==> src/rtl/condlogic_pkg.sv <==
// Shared types and the condition-code evaluator for the ARM-style condition unit.
package condlogic_pkg;

    typedef enum logic [3:0] {
        EQ = 4'b0000, NE = 4'b0001, CS = 4'b0010, CC = 4'b0011,
        MI = 4'b0100, PL = 4'b0101, VS = 4'b0110, VC = 4'b0111,
        HI = 4'b1000, LS = 4'b1001, GE = 4'b1010, LT = 4'b1011,
        GT = 4'b1100, LE = 4'b1101, AL = 4'b1110, NV = 4'b1111
    } cond_e;

    localparam int N_IDX = 3;
    localparam int Z_IDX = 2;
    localparam int C_IDX = 1;
    localparam int V_IDX = 0;

    typedef enum logic {
        IT_IDLE   = 1'b0,
        IT_ACTIVE = 1'b1
    } it_state_e;

    function automatic logic cond_pass(input cond_e c, input logic [3:0] nzcv);
        logic n, z, cf, v;
        n  = nzcv[N_IDX];
        z  = nzcv[Z_IDX];
        cf = nzcv[C_IDX];
        v  = nzcv[V_IDX];
        case (c)
            EQ:      cond_pass = z;
            NE:      cond_pass = ~z;
            CS:      cond_pass = cf;
            CC:      cond_pass = ~cf;
            MI:      cond_pass = n;
            PL:      cond_pass = ~n;
            VS:      cond_pass = v;
            VC:      cond_pass = ~v;
            HI:      cond_pass = cf & ~z;
            LS:      cond_pass = ~cf | z;
            GE:      cond_pass = (n == v);
            LT:      cond_pass = (n != v);
            GT:      cond_pass = ~z & (n == v);
            LE:      cond_pass = z | (n != v);
            default: cond_pass = 1'b1;   // AL and NV both execute unconditionally
        endcase
    endfunction

endpackage

==> src/rtl/condlogic_it_flaggroup_reg.sv <==
// One independently write-enabled slice of the architectural flag register.
module flaggroup_reg #(
    parameter int W = 2
) (
    input  logic         clk,
    input  logic         rst,
    input  logic         en,
    input  logic [W-1:0] d,
    output logic [W-1:0] q
);

    always_ff @(posedge clk) begin
        if (!rst)    q <= '0;
        else if (en) q <= d;
    end

endmodule

==> src/rtl/condlogic_it.sv <==
// Condition unit: flag register, condition gating of write enables and an
// If-Then sequencer that predicates up to MAXIT following instructions.
module condlogic_it
    import condlogic_pkg::*;
#(
    parameter int NGROUPS = 2,
    parameter int GROUPW  = 2,
    parameter int MAXIT   = 4
) (
    input  logic                            clk,
    input  logic                            rst,
    input  logic                            instr_valid,
    input  logic                            flush,
    input  logic                            PCS,
    input  logic                            RegW,
    input  logic                            MemW,
    input  logic [NGROUPS-1:0]              FlagW,
    input  logic [3:0]                      Cond,
    input  logic [NGROUPS*GROUPW-1:0]       ALUFlags,
    input  logic                            it_start,
    input  logic [3:0]                      it_cond,
    input  logic [$clog2(MAXIT+1)-1:0]      it_len,
    input  logic [MAXIT-1:0]                it_tmask,
    output logic                            PCSrc,
    output logic                            RegWrite,
    output logic                            MemWrite,
    output logic                            CondEx,
    output logic [NGROUPS*GROUPW-1:0]       Flags,
    output logic                            it_active,
    output logic [$clog2(MAXIT+1)-1:0]      it_remaining,
    output logic                            it_err
);

    localparam int ITW  = $clog2(MAXIT+1);
    localparam int IDXW = $clog2(MAXIT);

    it_state_e              state_q, state_n;
    logic [ITW-1:0]         rem_q, rem_n;
    logic [ITW-1:0]         len_q, len_n;
    logic [3:0]             itc_q, itc_n;
    logic [MAXIT-1:0]       tmask_q, tmask_n;
    logic                   err_q, err_n;

    logic                   act, it_go, illegal, else_used;
    logic [IDXW-1:0]        idx;
    logic [3:0]             eff_cond;
    logic                   wr_ok;

    // Flag storage, one register per group
    logic [NGROUPS-1:0][GROUPW-1:0] grp_q;

    for (genvar g = 0; g < NGROUPS; g++) begin : g_flag
        flaggroup_reg #(.W(GROUPW)) u_grp (
            .clk (clk),
            .rst (rst),
            .en  (FlagW[g] & CondEx & instr_valid & rst),
            .d   (ALUFlags[g*GROUPW +: GROUPW]),
            .q   (grp_q[g])
        );
    end

    assign Flags = grp_q;

    // Condition selection: inside a block the pattern bit picks then/else
    assign act      = (state_q == IT_ACTIVE);
    assign idx      = IDXW'(len_q - rem_q);
    assign eff_cond = !act          ? Cond :
                      tmask_q[idx]  ? itc_q : {itc_q[3:1], ~itc_q[0]};
    assign CondEx   = cond_pass(cond_e'(eff_cond), Flags[3:0]);

    assign it_go    = it_start & instr_valid;
    assign wr_ok    = CondEx & instr_valid & rst & ~it_go;
    assign PCSrc    = PCS  & wr_ok;
    assign RegWrite = RegW & wr_ok;
    assign MemWrite = MemW & wr_ok;

    always_comb begin
        else_used = 1'b0;
        for (int i = 0; i < MAXIT; i++)
            if ((ITW'(i) < it_len) && !it_tmask[i]) else_used = 1'b1;
    end

    // NV is never a legal block condition; AL only with an all-then pattern
    assign illegal = act
                   | (it_len == '0)
                   | (it_len > ITW'(MAXIT))
                   | ~it_tmask[0]
                   | (it_cond == NV)
                   | ((it_cond == AL) & else_used);

    always_comb begin
        state_n = state_q;
        rem_n   = rem_q;
        len_n   = len_q;
        itc_n   = itc_q;
        tmask_n = tmask_q;
        err_n   = err_q;
        if (flush) begin
            state_n = IT_IDLE;
            rem_n   = '0;
        end else if (instr_valid) begin
            if (it_start) begin
                if (illegal) begin
                    err_n = 1'b1;
                end else begin
                    state_n = IT_ACTIVE;
                    rem_n   = it_len;
                    len_n   = it_len;
                    itc_n   = it_cond;
                    tmask_n = it_tmask;
                end
            end else if (act) begin
                if (PCSrc && (rem_q > ITW'(1))) begin
                    state_n = IT_IDLE;
                    rem_n   = '0;
                    err_n   = 1'b1;
                end else begin
                    rem_n = rem_q - ITW'(1);
                    if (rem_q == ITW'(1)) state_n = IT_IDLE;
                end
            end
        end
    end

    always_ff @(posedge clk) begin
        if (!rst) begin
            state_q <= IT_IDLE;
            rem_q   <= '0;
            len_q   <= '0;
            itc_q   <= '0;
            tmask_q <= '0;
            err_q   <= 1'b0;
        end else begin
            state_q <= state_n;
            rem_q   <= rem_n;
            len_q   <= len_n;
            itc_q   <= itc_n;
            tmask_q <= tmask_n;
            err_q   <= err_n;
        end
    end

    assign it_active    = act;
    assign it_remaining = rem_q;
    assign it_err       = err_q;

endmodule

==> config.mk <==
export PLATFORM = sky130hd
export DESIGN_NAME = condlogic_it
export DESIGN_NICKNAME = d
export VERILOG_FILES = /design/src/rtl/condlogic_pkg.sv /design/src/rtl/condlogic_it_flaggroup_reg.sv /design/src/rtl/condlogic_it.sv
export SDC_FILE = /design/constraint.sdc
export NUM_CORES = 1
export LEC_CHECK = 0
export BUFFER_PORTS_ARGS = -buffer_cell sky130_fd_sc_hd__buf_2
export CORE_MARGIN = 4
export CORE_UTILIZATION = 45
export DETAILED_ROUTE_END_ITERATION = 8
export HOLD_SLACK_MARGIN = 0.06
export PLACE_DENSITY = 0.86
export SYNTH_ARGS = -nofsm -noshare
export SYNTH_HDL_FRONTEND = slang
export SYNTH_SLANG_ARGS = --single-unit
==> constraint.sdc <==
create_clock -name clk -period 2.4 [get_ports clk]
set_input_delay 0.12 -clock clk [delete_from_list [all_inputs] [get_ports clk]]
set_output_delay 0.12 -clock clk [all_outputs]
set_load 0.02 [all_outputs]
# Yosys cells after proc, flatten, opt, wreduce, memory -nomap -nowiden

Cells that the tools add are included.

Word-level logic and storage cells: 110
Output and inout port bits: 13
Input bits: 29
Flip-flop bits (word level): 19

Bitwise operators: 33
$add $sub $neg: 2
Reductions and logical operators: 18
$lt $le $gt $ge: 7
Mux-type cells: 22
Equal/unequal tests: 20

Operator list:

| cell                                                                  | number |
|---|---|
| 4-bit equality test, second input constant                            | 8 |
| 1-bit AND                                                             | 16 |
| 4-bit by 3-bit equality test with 1-bit output, second input constant | 4 |
| 1-bit 2-to-1 mux                                                      | 15 |
| 1-bit one-hot mux with 14 select lines                                | 1 |
| 3-bit 2-to-1 mux                                                      | 4 |
| 1-bit inverter                                                        | 10 |
| 4-bit by 2-bit equality test with 1-bit output, second input constant | 2 |
| 1-bit OR                                                              | 7 |
| 1-bit by 3-bit < comparator with 1-bit output, first input constant   | 2 |
| 2-bit by 3-bit < comparator with 1-bit output, first input constant   | 2 |
| 1-bit logical AND                                                     | 5 |
| 5-bit AND reduction                                                   | 1 |
| 4-bit by 1-bit equality test with 1-bit output, second input constant | 1 |
| 1-bit zero test                                                       | 4 |
| 4-bit zero test                                                       | 1 |
| 4-bit 2-to-1 mux                                                      | 1 |
| 4-bit AND reduction                                                   | 1 |
| 2-bit nonzero test                                                    | 2 |
| 3-bit by 1-bit equality test with 1-bit output, second input constant | 1 |
| 3-bit by 1-bit > comparator with 1-bit output, second input constant  | 1 |
| 3-bit > comparator, second input constant                             | 1 |
| 3-bit zero test                                                       | 1 |
| 2-bit by 3-bit < comparator with 1-bit output, second input constant  | 1 |
| 10 further kinds                                                      | 10 |

# Logic depth before layout (Yosys ltp)

Gate-level depths: netlist (run 1).

Word-level depth: 15
Depth in mapped cells: 11

# Hierarchy

A second synthesis (run 1) with hierarchy kept.

Cells, all modules: 160
Area, all modules: 1357.6 µm²

By module, submodules not included:

| module        | cells an instance | instances | area each (µm²) | seq. area each (µm²) |
|---|---|---|---|---|
| condlogic_it  | 148               | 1         | 1212.4          | 300.3 |
| flaggroup_reg | 6                 | 2         | 72.6            | 40.0 |

# Least setup slack after synthesis (run 1)

OpenSTA, ideal clock, no wires.

Path type: reg-to-output
Start: reg rem_q[0], in the netlist it_remaining[0]
End: out PCSrc
Stages on the path, launching flop included: 10
Path buffers: 1
Slack: -481 ps
Arrival: 2761 ps
Cell sequence: dfxtp_1 -> ha_1 -> xnor2_1 -> xnor2_1 -> mux4_2 -> xnor2_1 -> mux2i_1 -> mux2_4 -> buf_6 -> nor4b_2

Cells in the longest elaborated chain, start to end: 11
Elaborated cells between the ends (all ways): 24
Those cells by class: add/sub: 1; eq/ne: 13; mux: 5; bitwise: 4; reduce/logical: 1

RTL lines:

| item                                        | line                | RTL |
|---|---|---|
| start: declaration                          | condlogic_it.sv:38  | `logic [ITW-1:0] rem_q, rem_n;` |
| start signal: assignment                    | condlogic_it.sv:135 | `rem_q <= rem_n;` |
| 2-bit subtractor *                          | condlogic_it.sv:66  | `assign idx = IDXW'(len_q - rem_q);` |
| 1-bit binary-select mux with 2-bit select * | condlogic_it.sv:68  | `tmask_q[idx] ? itc_q : {itc_q[3:1], ~itc_q[0]};` |
| 1-bit 2-to-1 mux (implied by the code) *    | condlogic_it.sv:68  |  |
| 1-bit 2-to-1 mux *                          | condlogic_it.sv:68  |  |
| 4-bit 2-to-1 mux *                          | condlogic_it.sv:67  | `assign eff_cond = !act ? Cond :` |
| 4-bit equality test (tied with other cells) | condlogic_pkg.sv:27 | `case (c)` |
| 1-bit one-hot mux with 14 select lines *    | condlogic_pkg.sv:27 |  |
| 1-bit AND * (3 in series)                   | condlogic_it.sv:72  | `assign wr_ok = CondEx & instr_valid & rst & ~it_go;` |
| 1-bit AND *                                 | condlogic_it.sv:73  | `assign PCSrc = PCS & wr_ok;` |
| end: declaration                            | condlogic_it.sv:24  | `output logic PCSrc,` |

Mark *: on every way between the ends. The rest lies on a longest branch, timed or not. The select of a mux whose other input is x is not followed.

# Final worst setup path (run 1)

Start: reg len_q[0]
End: out RegWrite

Cells in the longest elaborated chain, start to end: 11
Elaborated cells between the ends (all ways): 24
Those cells by class: add/sub: 1; eq/ne: 13; mux: 5; bitwise: 4; reduce/logical: 1

RTL lines:

| item                                        | line                | RTL |
|---|---|---|
| start: declaration                          | condlogic_it.sv:39  | `logic [ITW-1:0] len_q, len_n;` |
| start signal: assignment                    | condlogic_it.sv:136 | `len_q <= len_n;` |
| 2-bit subtractor *                          | condlogic_it.sv:66  |  |
| 1-bit binary-select mux with 2-bit select * | condlogic_it.sv:68  |  |
| 1-bit 2-to-1 mux (implied by the code) *    | condlogic_it.sv:68  |  |
| 1-bit 2-to-1 mux *                          | condlogic_it.sv:68  |  |
| 4-bit 2-to-1 mux *                          | condlogic_it.sv:67  |  |
| 4-bit equality test (tied with other cells) | condlogic_pkg.sv:27 |  |
| 1-bit one-hot mux with 14 select lines *    | condlogic_pkg.sv:27 |  |
| 1-bit AND * (3 in series)                   | condlogic_it.sv:72  |  |
| 1-bit AND *                                 | condlogic_it.sv:74  | `assign RegWrite = RegW & wr_ok;` |
| end: declaration                            | condlogic_it.sv:25  | `output logic RegWrite,` |

Marked as above.

==> results.yml, run 1 <==
status:
  outcome: "finished, violations left"
  failing_checks: "setup timing"
die:
  i_o_pin_count: 42
  design.die.area_um2: 3930
  initial_core_util: 0.479
  die_width_um: 62.7
  fp.coreArea_um2: 2810
  fp-row-count: 19
  die_y_um: 62.7
worst_hold_path:
  worst_hold_path.num_cells: 3
  min_to: "g_flag[0].u_grp.q[0]$_SDFFE_PN0P_"
  min_from: "ALUFlags[0]"
  hold_class: "in -> reg"
run:
  max_cap_violations: 0
sta:
  fin_ws_ps: -569
  final-setup-viol-count: 13
  worst_slew_pin_slew_ps: 415
  finalClockSkew_ps: 6.33
  timing.final.hold_violations: 0
  final_max_slew_viol_count: 0
  fmax_mhz: 337
  slew_headroom: 0.723
  timing.hold.ws_ps: 76.3
  rsz0062_at_grt: "yes"
  min_period_ps: 2970
  post-route-period-util: 1.24
pwr:
  static_leakage_nw: 0.691
  power-per-cell-area_nw_per_um2: 403
  finalPower_w: 0.000721
  worst_ir_drop_vdd_mv: 0.241
yosys:
  post_synth_instance_area_um2: 1350
  synth_adder_area_share: 0.0279
  postSynthAreaPerCell_um2: 8.68
  yosysTopAreaCellShare: 0.283
  synth_largest_area_cell: "dfxtp_1"
  synth_warn: 0
  yosysSeqAreaShare: 0.283
  synth_simple_gate_area_share: 0.236
  ys_seq_elements: 19
  main_combinational_cell_family_by_area_after_synthesis: "simple AND/OR/NAND/NOR gates"
  synth-edff-count: 0
  post_synthesis_compound_gate_area_fraction: 0.168
  synthTopCellsByCount: "19 x dfxtp_1, 19 x nand2_1, 17 x mux2i_1"
  synthTopCellsByArea: "dfxtp_1 28%, mux2i_1 13%, nand2_1 5.3%"
  syn-num-nets: 187
  synth.distinct_cells: 42
  synthFlopType: "dfxtp_1"
  async_flop_share: 0
  synthCells: 155
  share_of_synthesized_area_spent_on_multiplexers: 0.205
  yosys.area_share.xor_xnor: 0.0326
layout:
  share_of_final_layout_standard_cells_stronger_than_drive_strength_1: 0.391
  synthToLayoutAreaGrowth_pct: 32.9
  nets_finish: 240
  number_of_fill_cells_in_the_layout: 231
  final_design_area_no_fill_um2: 1790
  antenna-diode-count: 0
  layout.cells.non_filler: 238
setup_path:
  path_delay_family: "multiplexers"
  crit_path_start_kind: "flip-flop"
  endpoint_kind: "primary output"
  reg2reg_to: "it_remaining[0]$_SDFFE_PP0P_"
  worstSetupPathType: "reg -> out"
  cp_cell_sequence: "inv_2 > ha_4 > xnor2_2 > xnor2_1 > mux4_2 > xnor2_2 > mux2i_1 > mux2_4 > nor4b_4 > buf_4"
  r2r_setup_slack_ps: -450
  cpPeakStageDelay_ps: 550
  maximum_fanout_encountered_on_the_critical_timing_path: 5
  crit-reg2reg-launch: "len_q[0]$_SDFFE_PN0P_"
  number_of_buffers_and_inverters_on_the_critical_path: 2
  worst_path_max_delay_cell: "mux4_2"
  worstPathArrival_ps: 2850
  reg2regPathDepth: 12
  timing.critical_path.mode_cell: "xnor2_2"
  worst_ep_required_time_ps: 2280
drt:
  antenna_violating_nets_post_route: 0
  viasPerCell: 5.50
  post_drt_wl_per_cell_um: 13.8
  detailroute.via_count: 1309
  drt-total-wl_mm: 3.29
  route.detailed.drc: 0
  drt-initial-drc-count: 51
  first_pass_iteration_count_of_the_detailed_router: 4
place:
  final_hpwl_dp_mm: 2.50
  dp_slack_ps: -302
  finalWeightedCongestion: 0.848
  placement.cell_area_um2: 1660
  portBuffers: 41
  place.detailed.instances: 229
grt:
  grt_pass1_vias: 1151
  track_usage: 0.158
  total_grt_overflow: 0
  pin_count_of_the_biggest_net_entering_global_routing: 22
  initial_antenna_violation_count: 0
  first_pass_grt_wire_length_mm: 5.15
clock_tree:
  cts_num_sinks: 19
  cts-buffers-inserted: 3
  worstSkewPairLatency_ps: 300
  ctsRootBufferMaster: "clkbuf_4"
  clkSlewWorstSetupHoldPaths_ps: 120
  cts.htree.levels: 1
  cts_buffer_depth: 2
  cts_tree: "yes"
-- power breakdown --
part	leakage (nW)	total [W]	internal [W]	switching, W
Clock	0.0139	0.000167	0.0000634	0.000104
Sequential	0.155	0.000333	0.000323	0.0000105
Combinational	0.522	0.000220	0.000105	0.000116
-- repair_timing --
item | CTS | global route
pin swaps | 2 | 6
cloned | 0 | 0
setup buffers | 1 | 1
setup endpoints to repair | 13 | 13
hold buffers | 3 | 0
endpoints found under the hold margin | 3 | 0
gates resized for setup | 7 | 8
-- flip-flops by register name (all words and copies together) (netlist names) --
register / cells
g_flag.u_grp.q: 4
it_active: 1
it_err: 1
it_remaining: 3
itc_q: 4
len_q: 2
tmask_q: 4
-- worst reg2reg max path, cell delays in order (launching register included) --
cell and delay (ps):
dfxtp_2 360, inv_2 50, ha_4 160, xnor2_2 130, xnor2_1 190, mux4_2 550, xnor2_2 160, mux2i_1 190
mux2_4 380, buf_4 160, buf_6 120, o211ai_1 180, a311oi_1 110
-- stage by stage --
step | setup TNS [ps] | utilization
2_1_floorplan | -1090 | -
3_3_place_gp | -1870 | 0.591
3_5_place_dp | -3060 | 0.591
4_1_cts | -4740 | 0.622
5_1_grt | -6820 | 0.637
6_report | -5120 | 0.637
-- area by class of cell --
type,instances,area (µm²),share of cell area
Multi-Input combinational cell,122,976,0.546
Sequential cell,19,385,0.216
Timing Repair Buffer,55,332,0.185
Tap cell,31,38.8,0.0217
Inverter,7,26.3,0.0147
Clock buffer,3,22.5,0.0126
Clock inverter,1,7.51,0.00420
-- layer usage --
metal	GRT usage	vias to the layer above	wire length, µm
li1	-	660	-
met4	0.0358	0	12
met3	0.0360	2	213
met5	0	-	0
met1	0.205	606	1470
met2	0.266	41	1590
-- placed cells by master (no fill, tap or decap), types with 2 or more instances in the layout --
| cell type | instances |
|---|---|
| nand2b_1 | 3 |
| nor2_4 | 2 |
| a21oi_1 | 8 |
| nor4b_4 | 3 |
| o22ai_1 | 4 |
| o21ai_0 | 3 |
| nor2b_1 | 9 |
| xnor2_1 | 3 |
| o211ai_1 | 2 |
| buf_4 | 14 |
| clkbuf_4 | 3 |
| dfxtp_1 | 17 |
| o21ai_2 | 2 |
| buf_2 | 37 |
| dlygate4sd3_1 | 3 |
| nand3_1 | 2 |
| mux2i_1 | 17 |
| xnor2_2 | 2 |
| o2111ai_1 | 2 |
| inv_1 | 6 |
| ha_1 | 2 |
| nand2_1 | 19 |
| nor2_1 | 12 |
| mux2_2 | 4 |
-- how the worst max path moves through the flow --
stage                                       startpoint                           endpoint  slack, ps  cells past startpoint
final                            len_q[0]$_SDFFE_PN0P_                           RegWrite       -570                     10
after global routing             len_q[0]$_SDFFE_PN0P_                           MemWrite       -710                     10
after CTS                        len_q[0]$_SDFFE_PN0P_                           MemWrite       -590                     10
after detailed placement         len_q[0]$_SDFFE_PN0P_  g_flag[0].u_grp.q[0]$_SDFFE_PN0P_       -300                     11
after global placement           len_q[0]$_SDFFE_PN0P_  g_flag[0].u_grp.q[1]$_SDFFE_PN0P_       -190                     11
after floorplan           it_remaining[0]$_SDFFE_PP0P_                           MemWrite       -200                      9
-- logic make-up after synthesis --
logic type / Yosys count
buffers and inverters: 14
xor gates and xnor gates: 5
DFF: 19
and+or+nand+nor: 56
AOI/OAI and AO/OA: 34
muxes: 24
adders and majority gates: 3
Power figures use the tool's default switching activity.
==> run 2, diff against run 1 <==
- CORE_ASPECT_RATIO: not set -> 1.4
==> run 2 against run 1 <==
Net effect:
- the flow still finishes with violations (setup timing)
- via count rose by 1.9%
- clock skew shrank 3.6 ps
- critical path depth did not move
- hold slack gained 29 ps
- count of clock-buffer cells in the layout unchanged
- fmax grew 1.9%
- largest cell class unchanged
- largest power group unchanged
==> results.yml, run 2 (synthesis gave the netlist of run 1 again) <==
die:
  fp-row-count: 23
  die_y_um: 72.7
  initial_core_util: 0.467
  fp.coreArea_um2: 2880
  i_o_pin_count: 42
  design.die.area_um2: 3940
  die_width_um: 54.2
sta:
  finalClockSkew_ps: 2.73
  post-route-period-util: 1.21
  rsz0062_at_grt: "yes"
  slew_headroom: 0.745
  setup_tns_ps: -4700
  final_max_slew_viol_count: 0
  fmax_mhz: 343
  timing.hold.ws_ps: 105
  worst_slew_pin_slew_ps: 382
  timing.final.hold_violations: 0
  final-setup-viol-count: 13
  min_period_ps: 2910
  fin_ws_ps: -515
clock_tree:
  cts-buffers-inserted: 3
  worstSkewPairLatency_ps: 250
  cts_num_sinks: 19
  clkSlewWorstSetupHoldPaths_ps: 70
  cts_buffer_depth: 2
  cts_tree: "yes"
  cts.hold.buffers_added: 0
  ctsRootBufferMaster: "clkbuf_8"
  cts.htree.levels: 1
status:
  outcome: "finished, violations left"
  failing_checks: "setup timing"
grt:
  track_usage: 0.202
  top_usage_layer: "met2"
  groute.layer.met1.usage: 0.209
  total_grt_overflow: 0
  initial_antenna_violation_count: 0
  fraction_of_met3_tracks_used_by_global_routing: 0.0450
  globalRouteMet2Util: 0.353
  grt_pass1_vias: 1341
  first_pass_grt_wire_length_mm: 5.89
  pin_count_of_the_biggest_net_entering_global_routing: 22
pwr:
  p_clk_frac: 0.285
  switching_pwr_w: 0.000239
  power-per-cell-area_nw_per_um2: 435
  worst_ir_drop_vdd_mv: 0.312
  cellInternalPower_w: 0.000545
  share_comb_of_total_power: 0.290
  p_sw_frac: 0.305
  power.share.sequential: 0.425
  static_leakage_nw: 0.702
layout:
  register_area_um2: 385
  nets_finish: 238
  share_of_final_layout_standard_cells_stronger_than_drive_strength_1: 0.400
  layout_commonest_cell: "buf_2"
  most_frequent_cells_in_the_layout: "37 x buf_2, 19 x nand2_1, 17 x dfxtp_1"
  multiInputGateArea_um2: 981
  antenna-diode-count: 0
  synthToLayoutAreaGrowth_pct: 34.0
  number_of_fill_cells_in_the_layout: 245
  reg_top3: "g_flag.u_grp.q (4), itc_q (4), tmask_q (4)"
setup_path:
  timing.critical_path.to: "MemWrite"
  worstSetupPathType: "reg -> out"
  reg2regPathDepth: 12
  maximum_fanout_encountered_on_the_critical_timing_path: 5
  setup.worst_path.start: "len_q[0]$_SDFFE_PN0P_"
  crit-reg2reg-launch: "len_q[0]$_SDFFE_PN0P_"
  crit_path_start_kind: "flip-flop"
  worstPathArrival_ps: 2790
  reg2reg_to: "g_flag[0].u_grp.q[1]$_SDFFE_PN0P_"
  endpoint_kind: "primary output"
  r2r_setup_slack_ps: -360
  worst_ep_required_time_ps: 2280
drt:
  viasPerCell: 5.51
  drt-initial-drc-count: 25
  detailroute.via_count: 1334
  route.detailed.drc: 0
  drt-total-wl_mm: 3.65
  post_drt_wl_per_cell_um: 15.1
  first_pass_iteration_count_of_the_detailed_router: 4
  antenna_violating_nets_post_route: 0
run:
  max_cap_violations: 0
place:
  finalWeightedCongestion: 0.941
  portBuffers: 41
  final_hpwl_dp_mm: 2.75
  dp_slack_ps: -315
worst_hold_path:
  hold_class: "in -> reg"
[run 2: changes by cell type in the layout (fill, tap and decap cells not counted), moves of 2 or more]
cell	delta
buf_6	+2
clkbuf_4	-3
clkbuf_8	+3
dlygate4sd3_1	-3
[run 2: repair_timing]
item	in CTS	in global routing
buffers inserted	2	0
endpoints found under the hold margin	0	0
pin swaps	5	1
endpoints found under the setup margin	13	13
gates resized for setup	15	3
[run 2: area by class of cell]
| class | count | area share |
|---|---|---|
| inverters | 7 | 0.0146 |
| clock inverters | 1 | 0.00278 |
| well taps | 37 | 0.0257 |
| clock buffers | 3 | 0.0229 |
| repair buffers | 53 | 0.176 |
| flip-flops and latches | 19 | 0.214 |
| multi-input cells | 122 | 0.544 |
[run 2: routing by layer]
layer | vias to the layer above | wire [µm]
li1 | 660 | -
met4 | 0 | 167
met3 | 14 | 169
met1 | 616 | 1360
met2 | 44 | 1960
met5 | - | 0
[run 2: worst max-delay path, cell delays in order, from the launching register on]
cell and delay [ps]:
dfxtp_2 340, inv_2 40, ha_4 160, xnor2_4 140, xnor2_2 130, mux4_2 540
xnor2_2 160, mux2i_2 220, mux2_4 390, nor4b_4 220, buf_4 180
[run 2: power by group through the flow]
stage | logic, W | clock network [W] | registers (W)
floorplan | 0.000130 | 0 | 0.000344
global placement | 0.000195 | 0 | 0.000340
detailed placement | 0.000199 | 0 | 0.000340
CTS | 0.000223 | 0.000227 | 0.000333
global route | 0.000246 | 0.000239 | 0.000334
finish | 0.000227 | 0.000223 | 0.000333
[run 2: per-stage QoR]
stage / util / cells / total power [W] / instance area, µm²
global placement: 0.582 / 236 / 0.000535 / 1670
detailed placement: 0.582 / 236 / 0.000539 / 1670
floorplan: - / 155 / 0.000474 / 1380
finish: 0.626 / 242 / 0.000784 / 1800
CTS: 0.619 / 242 / 0.000783 / 1780
global route: 0.626 / 242 / 0.000819 / 1800
[run 2: worst min path at each step]
stage / end / startpoint / cells after the start / slack (ps)
CTS: g_flag[0].u_grp.q[0]$_SDFFE_PN0P_ / ALUFlags[0] / 3 / 100
global placement: g_flag[0].u_grp.q[1]$_SDFFE_PN0P_ / ALUFlags[1] / 3 / 370
global route: g_flag[0].u_grp.q[0]$_SDFFE_PN0P_ / ALUFlags[0] / 3 / 120
finish: g_flag[0].u_grp.q[0]$_SDFFE_PN0P_ / ALUFlags[0] / 3 / 110
detailed placement: g_flag[0].u_grp.q[1]$_SDFFE_PN0P_ / ALUFlags[1] / 3 / 380
floorplan: g_flag[0].u_grp.q[0]$_SDFFE_PN0P_ / ALUFlags[0] / 2 / 260
